File: config.mk
export PLATFORM = sky130hd
export DESIGN_NAME = load_store_unit
export DESIGN_NICKNAME = d
export VERILOG_FILES = /design/src/rtl/load_store_unit.sv
export SDC_FILE = /design/constraint.sdc
export NUM_CORES = 1
export LEC_CHECK = 0
export BUFFER_PORTS_ARGS = -buffer_cell sky130_fd_sc_hd__buf_4
export CORE_MARGIN = 10
export CORE_UTILIZATION = 39
export DETAILED_ROUTE_END_ITERATION = 6
export GPL_TIMING_DRIVEN = 0
export PLACE_DENSITY = 0.73
export SETUP_SLACK_MARGIN = 0.5
export SLEW_MARGIN = 20
export SYNTH_ARGS = -nofsm -noshare
export SYNTH_HDL_FRONTEND = slang
export SYNTH_SLANG_ARGS = --single-unit
File: constraint.sdc
create_clock -name clk -period 2.1 [get_ports clk]
set_input_delay 0.105 -clock clk [delete_from_list [all_inputs] [get_ports clk]]
set_output_delay 0.105 -clock clk [all_outputs]
set_load 0.02 [all_outputs]
File: src/rtl/load_store_unit.sv
// Load/store unit: one outstanding data-memory access per op,
// byte/half/word lanes, load extension, misalignment trap.
module load_store_unit #(
  parameter int DataWidth = 32
) (
  input  logic                 clk,
  input  logic                 rst,
  input  logic                 valid_in,
  output logic                 ready_out,
  input  logic [DataWidth-1:0] alu_out,
  input  logic [DataWidth-1:0] store_data,
  input  logic                 mem_read,
  input  logic                 mem_write,
  input  logic [2:0]           funct3,
  input  logic [4:0]           rd_in,
  output logic                 dmem_req,
  output logic                 dmem_we,
  output logic [DataWidth-1:0] dmem_addr,
  output logic [DataWidth-1:0] dmem_wdata,
  output logic [3:0]           dmem_wmask,
  input  logic                 dmem_ack,
  input  logic [DataWidth-1:0] dmem_rdata,
  output logic                 wb_valid,
  output logic [4:0]           wb_rd,
  output logic [DataWidth-1:0] wb_data,
  output logic                 access_err
);

  localparam logic [0:0] IDLE   = 1'b0;
  localparam logic [0:0] ACCESS = 1'b1;

  logic [0:0]           r_state;
  logic                 r_req;
  logic                 r_we;
  logic [DataWidth-1:0] r_addr;
  logic [DataWidth-1:0] r_wdata;
  logic [3:0]           r_wmask;
  logic [1:0]           r_lo;
  logic [2:0]           r_f3;
  logic [4:0]           r_rd;
  logic                 r_wb_valid;
  logic [4:0]           r_wb_rd;
  logic [DataWidth-1:0] r_wb_data;
  logic                 r_err;

  logic                 w_accept;
  logic                 w_mem;
  logic                 w_load;
  logic [1:0]           w_lo;
  logic                 w_misal;
  logic [DataWidth-1:0] w_wdata;
  logic [3:0]           w_wmask;
  logic [DataWidth-1:0] w_sh;
  logic [DataWidth-1:0] w_ld;

  assign ready_out  = (r_state == IDLE);
  assign w_accept   = valid_in & ready_out;
  assign w_mem      = mem_read | mem_write;
  assign w_load     = mem_read;
  assign w_lo       = alu_out[1:0];

  assign dmem_req   = r_req;
  assign dmem_we    = r_we;
  assign dmem_addr  = r_addr;
  assign dmem_wdata = r_wdata;
  assign dmem_wmask = r_wmask;
  assign wb_valid   = r_wb_valid;
  assign wb_rd      = r_wb_rd;
  assign wb_data    = r_wb_data;
  assign access_err = r_err;

  // Alignment and legal-size check for the incoming memory op
  always_comb begin
    w_misal = 1'b0;
    case (funct3)
      3'b000:         w_misal = 1'b0;
      3'b001:         w_misal = w_lo[0];
      3'b010:         w_misal = |w_lo;
      3'b100:         w_misal = ~w_load;
      3'b101:         w_misal = w_lo[0] | ~w_load;
      default:        w_misal = 1'b1;
    endcase
  end

  // Store lane mask and replicated write data
  always_comb begin
    w_wmask = 4'b0000;
    w_wdata = '0;
    case (funct3[1:0])
      2'b00: begin
        w_wmask = 4'b0001 << w_lo;
        w_wdata = {(DataWidth/8){store_data[7:0]}};
      end
      2'b01: begin
        w_wmask = 4'b0011 << w_lo;
        w_wdata = {(DataWidth/16){store_data[15:0]}};
      end
      default: begin
        w_wmask = 4'b1111;
        w_wdata = store_data;
      end
    endcase
  end

  assign w_sh = dmem_rdata >> {r_lo, 3'b000};

  // Load lane extraction with sign/zero extension
  always_comb begin
    w_ld = w_sh;
    case (r_f3)
      3'b000:  w_ld = {{(DataWidth-8){w_sh[7]}}, w_sh[7:0]};
      3'b001:  w_ld = {{(DataWidth-16){w_sh[15]}}, w_sh[15:0]};
      3'b100:  w_ld = {{(DataWidth-8){1'b0}}, w_sh[7:0]};
      3'b101:  w_ld = {{(DataWidth-16){1'b0}}, w_sh[15:0]};
      default: w_ld = w_sh;
    endcase
  end

  // Control FSM, request registers and writeback pulses
  always_ff @(posedge clk or negedge rst) begin
    if (!rst) begin
      r_state    <= IDLE;
      r_req      <= 1'b0;
      r_we       <= 1'b0;
      r_addr     <= '0;
      r_wdata    <= '0;
      r_wmask    <= 4'b0000;
      r_lo       <= 2'b00;
      r_f3       <= 3'b000;
      r_rd       <= 5'd0;
      r_wb_valid <= 1'b0;
      r_wb_rd    <= 5'd0;
      r_wb_data  <= '0;
      r_err      <= 1'b0;
    end else begin
      r_wb_valid <= 1'b0;
      r_err      <= 1'b0;
      case (r_state)
        IDLE: begin
          if (w_accept) begin
            if (!w_mem) begin
              r_wb_valid <= 1'b1;
              r_wb_rd    <= rd_in;
              r_wb_data  <= alu_out;
            end else if (w_misal) begin
              r_err <= 1'b1;
            end else begin
              r_state <= ACCESS;
              r_req   <= 1'b1;
              r_we    <= ~w_load;
              r_addr  <= {alu_out[DataWidth-1:2], 2'b00};
              r_wdata <= w_load ? '0 : w_wdata;
              r_wmask <= w_load ? 4'b0000 : w_wmask;
              r_lo    <= w_lo;
              r_f3    <= funct3;
              r_rd    <= rd_in;
            end
          end
        end
        ACCESS: begin
          if (dmem_ack) begin
            r_state <= IDLE;
            r_req   <= 1'b0;
            r_we    <= 1'b0;
            r_wmask <= 4'b0000;
            if (!r_we) begin
              r_wb_valid <= 1'b1;
              r_wb_rd    <= r_rd;
              r_wb_data  <= w_ld;
            end
          end
        end
        default: r_state <= IDLE;
      endcase
    end
  end

endmodule

== Yosys cells after proc, flatten, opt, wreduce, memory -nomap -nowiden ==
Cells that the tools add are included.

* Register bits: 118
* Output and inout bits: 110
* Logic and storage cells: 87

* Equal/unequal tests: 14
* Shifts and indexed selects: 3
* Multiplexer cells: 44
* Bitwise operators: 6
* Reduce and logical (&&, ||, !) cells: 7

{| class="wikitable"
|+ Operator list
! kind !! count
|-
| $mux W32 || 5
|-
| $pmux W32 S2 || 2
|-
| $pmux W32 S4 || 1
|-
| $shr A32 B5 Y32 || 1
|-
| $mux W4 || 5
|-
| $mux W5 || 4
|-
| $mux W1 || 19
|-
| $pmux W4 S2 || 2
|-
| $eq A3 B3 Y1 const B || 4
|-
| $reduce_and A4 Y1 || 3
|-
| $pmux W5 S2 || 1
|-
| $ne A2 B2 Y1 const B || 4
|-
| $pmux W1 S2 || 4
|-
| $eq A3 B1 Y1 const B || 2
|-
| $logic_not A3 Y1 || 2
|-
| $pmux W1 S5 || 1
|-
| $ne A2 B1 Y1 const B || 2
|-
| $shl A1 B2 Y4 const A || 1
|-
| $shl A2 B2 Y4 const A || 1
|-
| $eq A3 B2 Y1 const B || 1
|-
| $not A1 Y1 || 3
|-
| $eq A2 B1 Y1 const B || 1
|-
| $logic_not A2 Y1 || 1
|-
| $or A1 B1 Y1 || 2
|-
| 2 further kinds || 2
|}

== Logic depth before layout (Yosys ltp) ==
* Word-level depth: 7
* Depth in mapped cells: 8
* Depth with buffers taken out: 5

== Worst setup path after synthesis ==
No wires, ideal clock.

* Kind: register to register
* Start point: register r_state
* End point: register r_wdata[16], in the netlist dmem_wdata[16]
* Library setup time: 0.125 ns
* Arrival: 1.626 ns
* Data required time: 1.975 ns
* Path slack: 0.349 ns
* Stages on the path, launching flop included: 9
* Buffers on the path: 4
* Path through: dfrtp_1 -> clkbuf_1 -> nor2b_1 -> o21ai_0 -> nor2b_1 -> buf_6 -> buf_6 -> buf_6 -> mux2_4

* Longest elaborated chain between the ends: 3

{| class="wikitable"
|+ Ends and longest elaborated chain
! element !! RTL line !! source
|-
| start, declared || 32 || <nowiki>logic [0:0] r_state;</nowiki>
|-
| start signal, assigned || 122 || <nowiki>r_state <= IDLE;</nowiki>
|-
| start signal, assigned || 148 || <nowiki>r_state <= ACCESS;</nowiki>
|-
| start signal, assigned || 162 || <nowiki>r_state <= IDLE;</nowiki>
|-
| $not A1 Y1 (no line) * || n/a ||
|-
| $and A1 B1 Y1 || 57 || <nowiki>assign w_accept = valid_in & ready_out;</nowiki>
|-
| $reduce_and A4 Y1 (no line) * || n/a ||
|-
| end signal, assigned || 152 || <nowiki>r_wdata <= w_load ? '0 : w_wdata;</nowiki>
|-
| end, declared || 36 || <nowiki>logic [DataWidth-1:0] r_wdata;</nowiki>
|}

Mark *: on every way between the ends. The rest lies on a longest branch, timed or not.
A chain may end at the register's enable or synchronous reset.

== Worst setup path after layout ==
* Start point: register r_state
* End point: output port ready_out

* Longest elaborated chain between the ends: 1

{| class="wikitable"
|+ Ends and longest elaborated chain
! element !! RTL line !! source
|-
| $not A1 Y1 (no line) || n/a ||
|-
| end, declared || 9 || <nowiki>output logic ready_out,</nowiki>
|}

Every way passes these cells.

==> flow_metrics.tcl <==
set metrics [dict create \
    worstMarginPinSlew_ps 647 \
    worstPathRequired_ps 2000 \
    grt-ovfl-total 0 \
    insertion_delay_ps 420 \
    holdWs_ps 12.3 \
    core_sq_um 14700 \
    tns_ps 0 \
    p_leak_nw 4.50 \
    placedInstanceArea_sq_um 7810 \
    port_buffers 217 \
    io_pins 220 \
    fmax_mhz 574 \
    worstPathMaxFanout 10 \
    gp_congestion 0.901 \
    crit_top_cell "clkbuf_8" \
    num_rows 44 \
    cp-start-kind "register" \
    cts_num_sinks 118 \
    cts_tree "yes" \
    postSynth.asyncResetShare 1.00 \
    die_area_sq_um 20500 \
    end_kind "output port" \
    max_cap_viol_count 0 \
    path_buf_inv 4 \
    final_core_util 0.661 \
    rsz0062_at_grt "true" \
    start_util 0.402 \
    grt_max_degree 78 \
    drt_iter0_drc 404 \
    postLayoutCellArea_sq_um 9720 \
    clock_skew_ps 8.82 \
    final_nets 945 \
    hold_class "input port to register" \
    hold_viol_final 0 \
    fillers 1051 \
    cts.path.max_buffers 2 \
    slew_headroom 0.569 \
    syn_area_sq_um 5900 \
    holdPathStages 2 \
    routedWlPerCell_um 22.4 \
    critPathKind "register to output port" \
    vias 5695 \
    dp_slack_ps -14.0 \
    antenna_found_initial 0 \
    path_cells "clkbuf_8, clkinv_1, clkbuf_8, buf_4" \
    avgSynthCellArea_sq_um 11.2 \
    cts_root_buffer "clkbuf_16" \
    firstDrtPassIters 5 \
    ff2ff_path_depth 8 \
    cts_max_level 4 \
    yosysWarnings 0 \
    netlist_instances 525 \
    r2r_start "r_state$_DFF_PN0_" \
    yosysSeqAreaShare 0.500 \
    hpwl_um 16300 \
    die-width_um 143 \
    arrival_ps 1640 \
    synth-main-ff-cell "dfrtp_1" \
    ys_ff_latch 118 \
    die_h_um 143 \
    period_minus_slack_ps 1740 \
    r2r_end "dmem_wdata[17]$_DFFE_PN0P_" \
    min_from "alu_out[1]" \
    vias_per_cell 5.52 \
    grt_pass1_wl_um 34600 \
    ant_nets 0 \
    finalCritPeriodShare 0.830 \
    drt_wl_total_um 23100 \
    synthToLayoutAreaGrowth_pct 64.6 \
    cts_buffers 17 \
    diodes 0 \
    grt_pass1_vias 6112 \
    globalRouteTotalUtil 0.219 \
    path_clk_slew_ps 50 \
    vdd_drop_max_uv 656 \
    outcome "finished, final reports clean" \
    setup_viol 0 \
    maxSlewViolCount 0 \
    cp_top_family "buffers and inverters" \
    hold_end "r_lo[1]$_DFFE_PN0P_" \
    drive_above_1_share 0.525 \
    powerDensity_nw_per_um2 1120 \
    crit_path_max_incr_delay_ps 330 \
    slowest_stage "dfrtp_1" \
    synth-edff-count 0 \
    ys_types 34 \
    regToRegSetupSlack_ps 380 \
    drc 0 \
    layout_setup_ws_ps 357 \
]
==> worst max-delay path by stage <==
stage / startpoint / to / slack [ps] / cells after the start
after CTS: r_state$_DFF_PN0_ / dmem_wdata[17]$_DFFE_PN0P_ / 370 / 8
after global routing: r_state$_DFF_PN0_ / ready_out / 320 / 4
final: r_state$_DFF_PN0_ / ready_out / 360 / 4
after global placement: r_state$_DFF_PN0_ / wb_data[28]$_DFFE_PN0P_ / 40 / 7
after floorplan: r_state$_DFF_PN0_ / dmem_wdata[16]$_DFFE_PN0P_ / 460 / 8
after detailed placement: r_state$_DFF_PN0_ / wb_data[29]$_DFFE_PN0P_ / -10 / 7
==> sequential cells by signal, indices dropped and copies added, names as in the netlist <==
register    count
dmem_wdata     32
wb_data        32
dmem_addr      30
r_rd            5
wb_rd           5
dmem_wmask      4
r_f3            3
r_lo            2
access_err      1
dmem_req        1
dmem_we         1
r_state         1
wb_valid        1
==> cell families (layout without fill, tap and decap cells) <==
family,after synthesis,after routing,synth area share
multiplexers,132,132,0.261
AND/OR/NAND/NOR,149,149,0.111
flip-flops,118,118,0.500
other,1,2,0.000635
buffers and inverters,41,363,0.0348
AO/OA/AOI/OAI,84,84,0.0922
==> cell usage in the layout, fill, tap and decap left out, types with 5 or more instances in the layout <==
cell type / count
mux4_2: 8
dfrtp_1: 116
bufinv_16: 5
buf_12: 9
buf_6: 14
clkbuf_1: 8
nor3_1: 9
mux2i_1: 35
buf_4: 231
nor2_1: 64
nor3_2: 5
o21bai_1: 5
nand2_1: 36
dlygate4sd3_1: 47
a211oi_1: 5
nand3_1: 8
nor2b_1: 10
o21ai_0: 12
a32oi_1: 5
clkbuf_16: 19
a211oi_2: 11
mux2_4: 8
clkbuf_8: 5
a21oi_1: 20
mux2_2: 80
a22oi_1: 8
==> cell type report <==
class	count	area (sq um)	area share
buffer	39	389	0.0400
clock buffer	17	425	0.0438
clock inverter	15	229	0.0236
inverter	2	15.0	0.00154
multi-input combinational	367	3030	0.312
sequential	118	2960	0.304
tap	184	230	0.0237
timing repair buffer	290	2440	0.251
==> worst register-to-register path, cell delays in order (launching register included) <==
cell and delay (ps):
dfrtp_1 360, clkbuf_8 150, nor2b_4 120, o21ai_2 90, nor2b_4 170, buf_8 160, buf_12 140, buf_12 120
mux2_4 290
==> synth_stat cells, types with 3 or more instances <==
cell type / instances / share of area
nor3_1: 18 / 0.015
o21bai_1: 5 / 0.0064
mux4_2: 8 / 0.031
a32oi_1: 8 / 0.012
a22oi_1: 8 / 0.010
nor2_1: 66 / 0.042
mux2i_1: 36 / 0.061
a21oi_1: 27 / 0.023
nand2_1: 37 / 0.024
mux2_2: 85 / 0.16
mux2_4: 3 / 0.0076
nand3_1: 8 / 0.0068
clkbuf_1: 17 / 0.011
a211oi_1: 16 / 0.020
o21ai_0: 14 / 0.012
nand3b_1: 3 / 0.0038
nor2b_1: 12 / 0.013
dfrtp_1: 118 / 0.50
buf_2: 14 / 0.012
buf_6: 3 / 0.0057
buf_4: 3 / 0.0038
==> what timing repair did <==
item	CTS	global route
hold buffers	47	0
gates resized for setup	66	64
buffers inserted	16	3
hold endpoints to repair	92	0
cloned	4	2
pin swaps	4	21
setup endpoints to repair	118	112
==> through the flow <==
step	std cells	total power, mW
3_3_place_gp	927	7.02
3_5_place_dp	928	7.14
6_report	1032	10.8
4_1_cts	1027	10.7
2_1_floorplan	526	5.37
5_1_grt	1032	11.3
==> power by group <==
group | internal (mW) | switching, mW | leakage, nW
combinational | 1.99 | 2.22 | 2.76
clock | 2.11 | 1.12 | 0.306
sequential | 2.96 | 0.446 | 1.44
==> routing by layer <==
metal	track usage	wire length (um)	vias to the layer above
li1	-	-	2505
met1	0.256	8770	2819
met2	0.362	11300	332
met3	0.0773	2530	39
met4	0.0809	565	0
met5	0	0	-
Power figures use the tool's default switching activity.
